[src/rtl/median_select_ctrl.sv]
// ---------------------------------------------------------------------------
// median_select_ctrl
//   Quickselect round scheduler for the median filter's partition datapath.
//   A selection starts over the window buffer. Each round it asks the send
//   stage to stream one buffer (input / less / greater), waits for the
//   partition counts, then either descends into a sub-buffer or finishes
//   with the pivot as the median.
//
//   Optional build macro: MEDIAN_SUM_CHECK_EN. When it is defined, every
//   round's counts must satisfy lt+eq+gt == current size; a mismatch aborts
//   the selection with err.
//
// Ports
//   clk, rst_n          clock, asynchronous active-low reset
//   start               1-cycle request to begin (ignored unless idle)
//   start_size          initial buffer occupancy
//   start_pos           0-based rank to select
//   busy                high whenever not idle
//   send_req            round request to the send stage
//   send_buff_size      size of the buffer sent this round
//   send_sel            0 = input, 1 = less, 2 = greater buffer
//   send_median_pos     rank within the current buffer
//   sending             send stage busy; acknowledges send_req
//   res_valid           1-cycle pulse: partition results valid
//   res_pivot           pivot used this round
//   res_cnt_lt/eq/gt    partition counts
//   done                1-cycle pulse; median_value valid
//   median_value        selected value, held until the next done
//   err                 1-cycle pulse; selection aborted
//   round_cnt           rounds issued in the current or last selection
// ---------------------------------------------------------------------------
module median_select_ctrl #(
  parameter int BUFF_SIZE     = 32,
  parameter int BUFF_SIZE_BIT = $clog2(BUFF_SIZE) + 1,
  parameter int DATA_W        = 8
) (
  input  logic                     clk,
  input  logic                     rst_n,
  input  logic                     start,
  input  logic [BUFF_SIZE_BIT-1:0] start_size,
  input  logic [BUFF_SIZE_BIT-1:0] start_pos,
  output logic                     busy,
  output logic                     send_req,
  output logic [BUFF_SIZE_BIT-1:0] send_buff_size,
  output logic [1:0]               send_sel,
  output logic [BUFF_SIZE_BIT-1:0] send_median_pos,
  input  logic                     sending,
  input  logic                     res_valid,
  input  logic [DATA_W-1:0]        res_pivot,
  input  logic [BUFF_SIZE_BIT-1:0] res_cnt_lt,
  input  logic [BUFF_SIZE_BIT-1:0] res_cnt_eq,
  input  logic [BUFF_SIZE_BIT-1:0] res_cnt_gt,
  output logic                     done,
  output logic [DATA_W-1:0]        median_value,
  output logic                     err,
  output logic [BUFF_SIZE_BIT-1:0] round_cnt
);

  // One extra bit so lt+eq and the rank comparisons cannot wrap.
  localparam int CW = BUFF_SIZE_BIT + 1;

  typedef enum logic [2:0] {
    S_IDLE, S_ISSUE, S_WAIT_RES, S_DECIDE, S_DONE, S_ERR
  } state_t;

  state_t                   state_q, state_d;
  logic [BUFF_SIZE_BIT-1:0] cur_size_q, cur_size_d;
  logic [BUFF_SIZE_BIT-1:0] cur_pos_q, cur_pos_d;
  logic [1:0]               sel_q, sel_d;
  logic [BUFF_SIZE_BIT-1:0] round_q, round_d;
  logic [DATA_W-1:0]        med_q, med_d;
  logic [DATA_W-1:0]        piv_q, piv_d;
  logic [BUFF_SIZE_BIT-1:0] lt_q, lt_d;
  logic [BUFF_SIZE_BIT-1:0] eq_q, eq_d;
  logic [BUFF_SIZE_BIT-1:0] gt_q, gt_d;

  logic [CW-1:0] lt_w, le_w, pos_w, rem_w;
  logic          round_lim;

  assign lt_w      = {1'b0, lt_q};
  assign le_w      = {1'b0, lt_q} + {1'b0, eq_q};
  assign pos_w     = {1'b0, cur_pos_q};
  assign rem_w     = pos_w - le_w;
  assign round_lim = (round_q == BUFF_SIZE_BIT'(BUFF_SIZE));

`ifdef MEDIAN_SUM_CHECK_EN
  // Three full-scale counts need two extra bits.
  localparam int SW = BUFF_SIZE_BIT + 2;
  logic [SW-1:0] sum_w;
  logic          sum_bad;
  assign sum_w   = {2'b00, lt_q} + {2'b00, eq_q} + {2'b00, gt_q};
  assign sum_bad = (sum_w != {2'b00, cur_size_q});
`endif

  always_ff @(posedge clk or negedge rst_n) begin
    if (!rst_n) begin
      state_q    <= S_IDLE;
      cur_size_q <= '0;
      cur_pos_q  <= '0;
      sel_q      <= '0;
      round_q    <= '0;
      med_q      <= '0;
      piv_q      <= '0;
      lt_q       <= '0;
      eq_q       <= '0;
      gt_q       <= '0;
    end else begin
      state_q    <= state_d;
      cur_size_q <= cur_size_d;
      cur_pos_q  <= cur_pos_d;
      sel_q      <= sel_d;
      round_q    <= round_d;
      med_q      <= med_d;
      piv_q      <= piv_d;
      lt_q       <= lt_d;
      eq_q       <= eq_d;
      gt_q       <= gt_d;
    end
  end

  always_comb begin
    state_d    = state_q;
    cur_size_d = cur_size_q;
    cur_pos_d  = cur_pos_q;
    sel_d      = sel_q;
    round_d    = round_q;
    med_d      = med_q;
    piv_d      = piv_q;
    lt_d       = lt_q;
    eq_d       = eq_q;
    gt_d       = gt_q;

    case (state_q)
      S_IDLE: begin
        if (start) begin
          if (start_size == '0 || start_pos >= start_size) begin
            state_d = S_ERR;
          end else begin
            cur_size_d = start_size;
            cur_pos_d  = start_pos;
            sel_d      = 2'd0;
            round_d    = '0;
            state_d    = S_ISSUE;
          end
        end
      end
      S_ISSUE: begin
        if (sending) begin
          round_d = round_q + BUFF_SIZE_BIT'(1);
          state_d = S_WAIT_RES;
        end
      end
      S_WAIT_RES: begin
        if (res_valid) begin
          piv_d   = res_pivot;
          lt_d    = res_cnt_lt;
          eq_d    = res_cnt_eq;
          gt_d    = res_cnt_gt;
          state_d = S_DECIDE;
        end
      end
      S_DECIDE: begin
        if (pos_w < lt_w) begin
          if (lt_q == '0 || round_lim) begin
            state_d = S_ERR;
          end else begin
            cur_size_d = lt_q;
            sel_d      = 2'd1;
            state_d    = S_ISSUE;
          end
        end else if (pos_w < le_w) begin
          med_d   = piv_q;
          state_d = S_DONE;
        end else begin
          if (gt_q == '0 || round_lim) begin
            state_d = S_ERR;
          end else begin
            cur_pos_d  = rem_w[BUFF_SIZE_BIT-1:0];
            cur_size_d = gt_q;
            sel_d      = 2'd2;
            state_d    = S_ISSUE;
          end
        end
`ifdef MEDIAN_SUM_CHECK_EN
        // Inconsistent counts override every decision above.
        if (sum_bad) begin
          cur_size_d = cur_size_q;
          cur_pos_d  = cur_pos_q;
          sel_d      = sel_q;
          med_d      = med_q;
          state_d    = S_ERR;
        end
`endif
      end
      S_DONE:  state_d = S_IDLE;
      S_ERR:   state_d = S_IDLE;
      default: state_d = S_IDLE;
    endcase
  end

  assign busy            = (state_q != S_IDLE);
  assign send_req        = (state_q == S_ISSUE);
  assign done            = (state_q == S_DONE);
  assign err             = (state_q == S_ERR);
  assign send_buff_size  = cur_size_q;
  assign send_median_pos = cur_pos_q;
  assign send_sel        = sel_q;
  assign median_value    = med_q;
  assign round_cnt       = round_q;

endmodule

[config.mk]
export PLATFORM = sky130hd
export DESIGN_NAME = median_select_ctrl
export DESIGN_NICKNAME = d
export VERILOG_FILES = /design/src/rtl/median_select_ctrl.sv
export SDC_FILE = /design/constraint.sdc
export NUM_CORES = 1
export LEC_CHECK = 0
export CAP_MARGIN = 0
export CORE_MARGIN = 1
export CORE_UTILIZATION = 54
export CTS_BUF_LIST = sky130_fd_sc_hd__clkbuf_4 sky130_fd_sc_hd__clkbuf_8 sky130_fd_sc_hd__clkbuf_16
export CTS_CLUSTER_DIAMETER = 30
export CTS_CLUSTER_SIZE = 24
export DETAILED_ROUTE_END_ITERATION = 16
export GPL_TIMING_DRIVEN = 0
export PLACE_DENSITY = 0.95
export SLEW_MARGIN = 5
export SYNTH_ARGS = -nofsm -noshare
export SYNTH_HDL_FRONTEND = slang
export SYNTH_SLANG_ARGS = --single-unit
[constraint.sdc]
create_clock -name clk -period 4.9 [get_ports clk]
set_input_delay 0.49 -clock clk [delete_from_list [all_inputs] [get_ports clk]]
set_output_delay 0.49 -clock clk [all_outputs]
set_load 0.02 [all_outputs]
[Word-level counts from Yosys, hierarchy flattened]
Cells that the tools add are included.
Storage, ports and cells
  register bits: 57
  latch bits: 0
  bits in writable memories: 0
  ROM bits: 0
  input port bits: 43
  output and inout bits: 32
  memories kept: 0
Cells by class
  add/subtract/negate cells: 3
  $mul: 0
  divide/modulo/power cells: 0
  magnitude comparators: 3
  equal/unequal tests: 16
  shift-type cells: 0
  multiplexer cells: 33
  bitwise gates (word level): 1
  reductions and logical operators: 16
Operators with widths (count)
  $mux W6: 14
  $pmux W6 S2: 3
  $mux W3: 8
  $logic_not A6 Y1: 3
  $mux W2: 6
  $ne A2 B2 Y1 const B: 6
  $pmux W3 S4: 1
  $reduce_and A6 Y1: 2
  $ne A3 B3 Y1 const B: 3
  $add A6 B6 Y7: 1
  $lt A6 B7 Y1: 1
  $add A6 B1 Y6 const B: 1
  $eq A3 B2 Y1 const B: 2
  $eq A3 B3 Y1 const B: 2
  $eq A6 B6 Y1 const B: 1
  $ge A6 B6 Y1: 1
  $lt A6 B6 Y1: 1
  $reduce_and A3 Y1: 2
  $sub A6 B6 Y6: 1
  $pmux W2 S2: 1
  $reduce_and A4 Y1: 1
  $reduce_bool A2 Y1: 2
  $eq A3 B1 Y1 const B: 1
  $logic_not A3 Y1: 1
  5 further kinds: 7

[Logic depth before layout (Yosys ltp)]
  depth in word-level cells: 6
  mapped depth: 14
  mapped depth without buffers: 13

[Worst setup path after synthesis]
Ideal clock, no wire load.
  kind: reg2reg
  from: reg lt_q[0]
  to: reg cur_pos_q[1], in the netlist send_median_pos[1]
  arrival time: 3.256 ns
  data required time: 4.775 ns
  path slack: 1.519 ns
  stages on the path, launching flop included: 12
  buffers on the path: 0
  path through: dfrtp_1 ha_1 fa_1 a211oi_2 o21ai_0 ha_1 o21ai_1 a21oi_1 o41ai_1 or4b_4 o31ai_4 mux2_2
Between the ends
  cells in the longest elaborated chain, start to end: 6
  elaborated cells on any way between the ends: 11
  those cells by class: add/sub: 2; order compare: 2; eq/ne: 2; mux: 4; reduce/logical: 1
RTL lines
  start: declaration: line 73  | logic [BUFF_SIZE_BIT-1:0] lt_q, lt_d;
  start signal: assignment: line 115  | lt_q <= lt_d;
  $add A6 B6 Y7: line 81  | assign le_w = {1'b0, lt_q} + {1'b0, eq_q};
  $sub A6 B6 Y6: line 83  | assign rem_w = pos_w - le_w;
  $mux W6: line 175  | if (gt_q == '0 || round_lim) begin
  $mux W6: line 171  | end else if (pos_w < le_w) begin
  $mux W6: line 163  | if (pos_w < lt_w) begin
  $pmux W6 S2: line 133  | case (state_q)
  end signal: assignment: line 110  | cur_pos_q <= cur_pos_d;
  end: declaration: line 68  | logic [BUFF_SIZE_BIT-1:0] cur_pos_q, cur_pos_d;
Parallel ways exist; a longest one is shown, timed or not. The select of a mux whose other input is x is not followed.
A chain may end at the register's enable or synchronous reset.

[Worst setup path in the final report]
  from: reg lt_q[0]
  to: reg cur_pos_q[4], in the netlist send_median_pos[4]
The elaborated chain is that of the path after synthesis.

==> reports/results.txt <==
Data arrival, critical path -> 4.03 ns
critical path class -> flop to flop
largest net degree at the start of global routing -> 37
post-synth cell types -> 49
via count -> 2668
drt wl/cell -> 17.1 um
max-cap violation count -> 0
final hold vios -> 0
outcome -> finished clean
Clock Latency Late Sink -> 0.35 ns
Worst-path clk slew -> 0.06 ns
post-synthesis cell count -> 295
Final Max Slew Viols -> 0
H-tree depth -> 3
Final min period -> 3.81 ns
Internal -> 2050 uW
endpoint type of the worst setup path -> flop
antenna cells -> 0
port bufs -> 74
Die Y -> 79.4 um
cell row count -> 27
post-synthesis register bit count -> 57
hold buffer count at CTS -> 0
Root Buffer -> clkbuf_8
Remaining DRCs -> 0
synthesized area per cell -> 11.0 um2
CP Max Fanout -> 7
Clock power frac -> 16.0%
TNS Setup -> 0 ns
Area Growth Syn to Fin -> 34.1%
total clock buffers created by CTS -> 9
final worst slack -> 1.09 ns
multi-input combinational cell area -> 1690 um2
Critical Path RT -> 5.13 ns
Syn Nets -> 365
Fillers -> 363
post-DP HPWL -> 5.83 mm
antenna viol nets, final -> 0
GRT Util Overall -> 27.5%
area of the die -> 6310 um2
Final Skew -> 0.00644 ns
sequential fraction of the synthesis area -> 44.1%
initial antenna violation count -> 0
period utilization -> 77.7%
worst vdd ir -> 0.422 mV
combinational fraction of design power -> 58.9%
initial cell density of the core -> 57.4%
global-route wire length before repair -> 12.9 mm
Post-Place Setup Slack -> 1.14 ns
EDFF count, synth -> 0
Seq. cell area -> 1430 um2
Leak -> 0.00192 uW
final setup fails -> 0
layout cell share with drive strength beyond 1 -> 15.0%
post_cts resized -> 0
Slew @ Worst Pin -> 0.667 ns
NetSw -> 1450 uW
Final #Nets -> 451
cell count after placement -> 442
Seq pwr share -> 25.0%
switching part of the total power -> 41.5%
top_reg_cell synth -> dfrtp_1
Final Non-Filler Cells -> 458
Initial DRC Count -> 94
CTS tree -> done
DRT Wirelength -> 7.84 mm
Hold Crit Class -> input port to async pin
vias per std cell -> 5.83
fmax -> 0.263 GHz
Worst setup SP type -> flop
gpl congestion -> 0.884
vias in the first global route -> 2692
ys async rst share -> 100%
RSZ-0062 raised after global routing -> no
Power Density -> 807 nW/um2
I/O Pins -> 75
# Post-CTS Setup Buffers -> 0
relative slew slack -> 55.3%
post-synthesis cell area -> 3240 um2
Pre-Repair DR Iteration Count -> 4
Max clock buf depth -> 2
core region area -> 5640 um2
Ys Warns -> 0
width of the die -> 79.4 um
GRT Residual Overflow -> 0
CTS sink cnt -> 57
## state kept, by name, indices dropped and copies added, names as in the netlist, 3 cells and up
| register | count |
|---|---|
| median_value | 8 |
| piv_q | 8 |
| eq_q | 6 |
| gt_q | 6 |
| lt_q | 6 |
| round_cnt | 6 |
| send_buff_size | 6 |
| send_median_pos | 6 |
| state_q | 3 |
## area by class of cell
type                            instances  area share (%)
Inverter                               21            1.82
Tap cell                               72            2.08
Buffer                                 10           0.865
Sequential cell                        57            32.9
Multi-Input combinational cell        207            39.0
Timing Repair Buffer                   75            17.4
Clock buffer                           12            3.66
Clock inverter                          4            2.28
## cells in the final DEF (no fill, tap or decap), types with 7 or more instances in the layout
master / count
clkdlybuf4s50_1: 73
dfrtp_1: 57
mux2_2: 34
ha_1: 25
inv_1: 21
nand2_1: 20
o21ai_0: 15
a21oi_1: 12
nor2_1: 11
clkbuf_8: 11
clkbuf_1: 10
mux2i_1: 7
## stage by stage
stage	total power, uW	utilization, %	hold WS, ns	area [um2]
2_1_floorplan	2270	-	0.194	3240
3_3_place_gp	2760	72.1	0.472	4070
3_5_place_dp	2880	72.3	0.477	4080
4_1_cts	3490	76.9	0.146	4340
5_1_grt	3740	76.9	0.169	4340
6_report	3500	76.9	0.124	4340
## Yosys cell counts (all sizes together), types with 2 or more instances
cell type / count / share of area [%]
xor2: 3 / 0.81
nor3: 5 / 0.93
a2bb2oi: 6 / 1.6
a21o: 3 / 0.70
nor2b: 3 / 0.58
a21oi: 12 / 1.9
o31ai: 4 / 1.4
o22a: 6 / 1.6
a211oi: 2 / 0.62
nor4: 3 / 0.58
o21ai: 16 / 2.5
and2: 6 / 1.2
mux2i: 7 / 2.2
nor3b: 3 / 0.70
mux2: 34 / 12
fa: 2 / 1.2
clkbuf: 10 / 1.2
ha: 25 / 9.7
dfrtp: 57 / 44
inv: 21 / 2.4
nand2b: 2 / 0.39
nand2: 20 / 2.3
nor2: 11 / 1.3
o21a: 5 / 1.2
nand3: 5 / 0.77
xnor2: 6 / 1.6
## routing by layer
layer / part of all wire (%) / wire length (um) / global-route usage [%]
met3: 4.8 / 373 / 4.91
met2: 50 / 3880 / 45.0
met1: 42 / 3320 / 34.9
met5: 0 / 0 / 0
met4: 3.2 / 252 / 14.5
## cell families (layout without fill, tap and decap cells)
kind of cell    count (synthesis)  after routing  share of synthesized area, %
compound gates                 65             65                          14.5
xor+xnor                        9              9                          2.44
fa+ha+maj                      27             27                          10.9
buf+inv                        31            122                          3.60
flops                          57             57                          44.1
mux                            41             41                          14.0
simple gates                   65             65                          10.5
## critical path: stages, from the launching register on
cell	delay, ns
dfrtp_1	0.44
ha_1	0.25
fa_1	0.44
a211oi_2	0.29
o21ai_0	0.15
ha_1	0.35
o21ai_1	0.07
a21oi_1	0.15
o41ai_1	0.13
or4b_4	0.57
o31ai_4	0.45
mux2_2	0.39
## path summary, 6_finish.rpt
path | startpoint | end | slack (ns) | depth (start not counted)
setup / recovery | lt_q[0] | send_median_pos[4] | 1.09 | 11
hold / removal | rst_n | send_buff_size[0] | 0.12 | 1
setup reg to reg | lt_q[0] | send_median_pos[4] | 1.09 | 11
hold reg to reg | send_buff_size[4] | send_buff_size[4] | 0.49 | 1
max in group asynchronous | rst_n | gt_q[4] | 4.22 | 2
min in group clk | send_buff_size[4] | send_buff_size[4] | 0.49 | 1
## power by group through the flow
| stage | clock (uW) | sequential [uW] | combinational [uW] |
|---|---|---|---|
| after floorplan | 0 | 943 | 1330 |
| after global placement | 0 | 861 | 1900 |
| after detailed placement | 0 | 880 | 2000 |
| after CTS | 564 | 875 | 2050 |
| after global routing | 589 | 899 | 2260 |
| final | 562 | 877 | 2060 |
No activity file was read; power rests on OpenSTA's default activity.
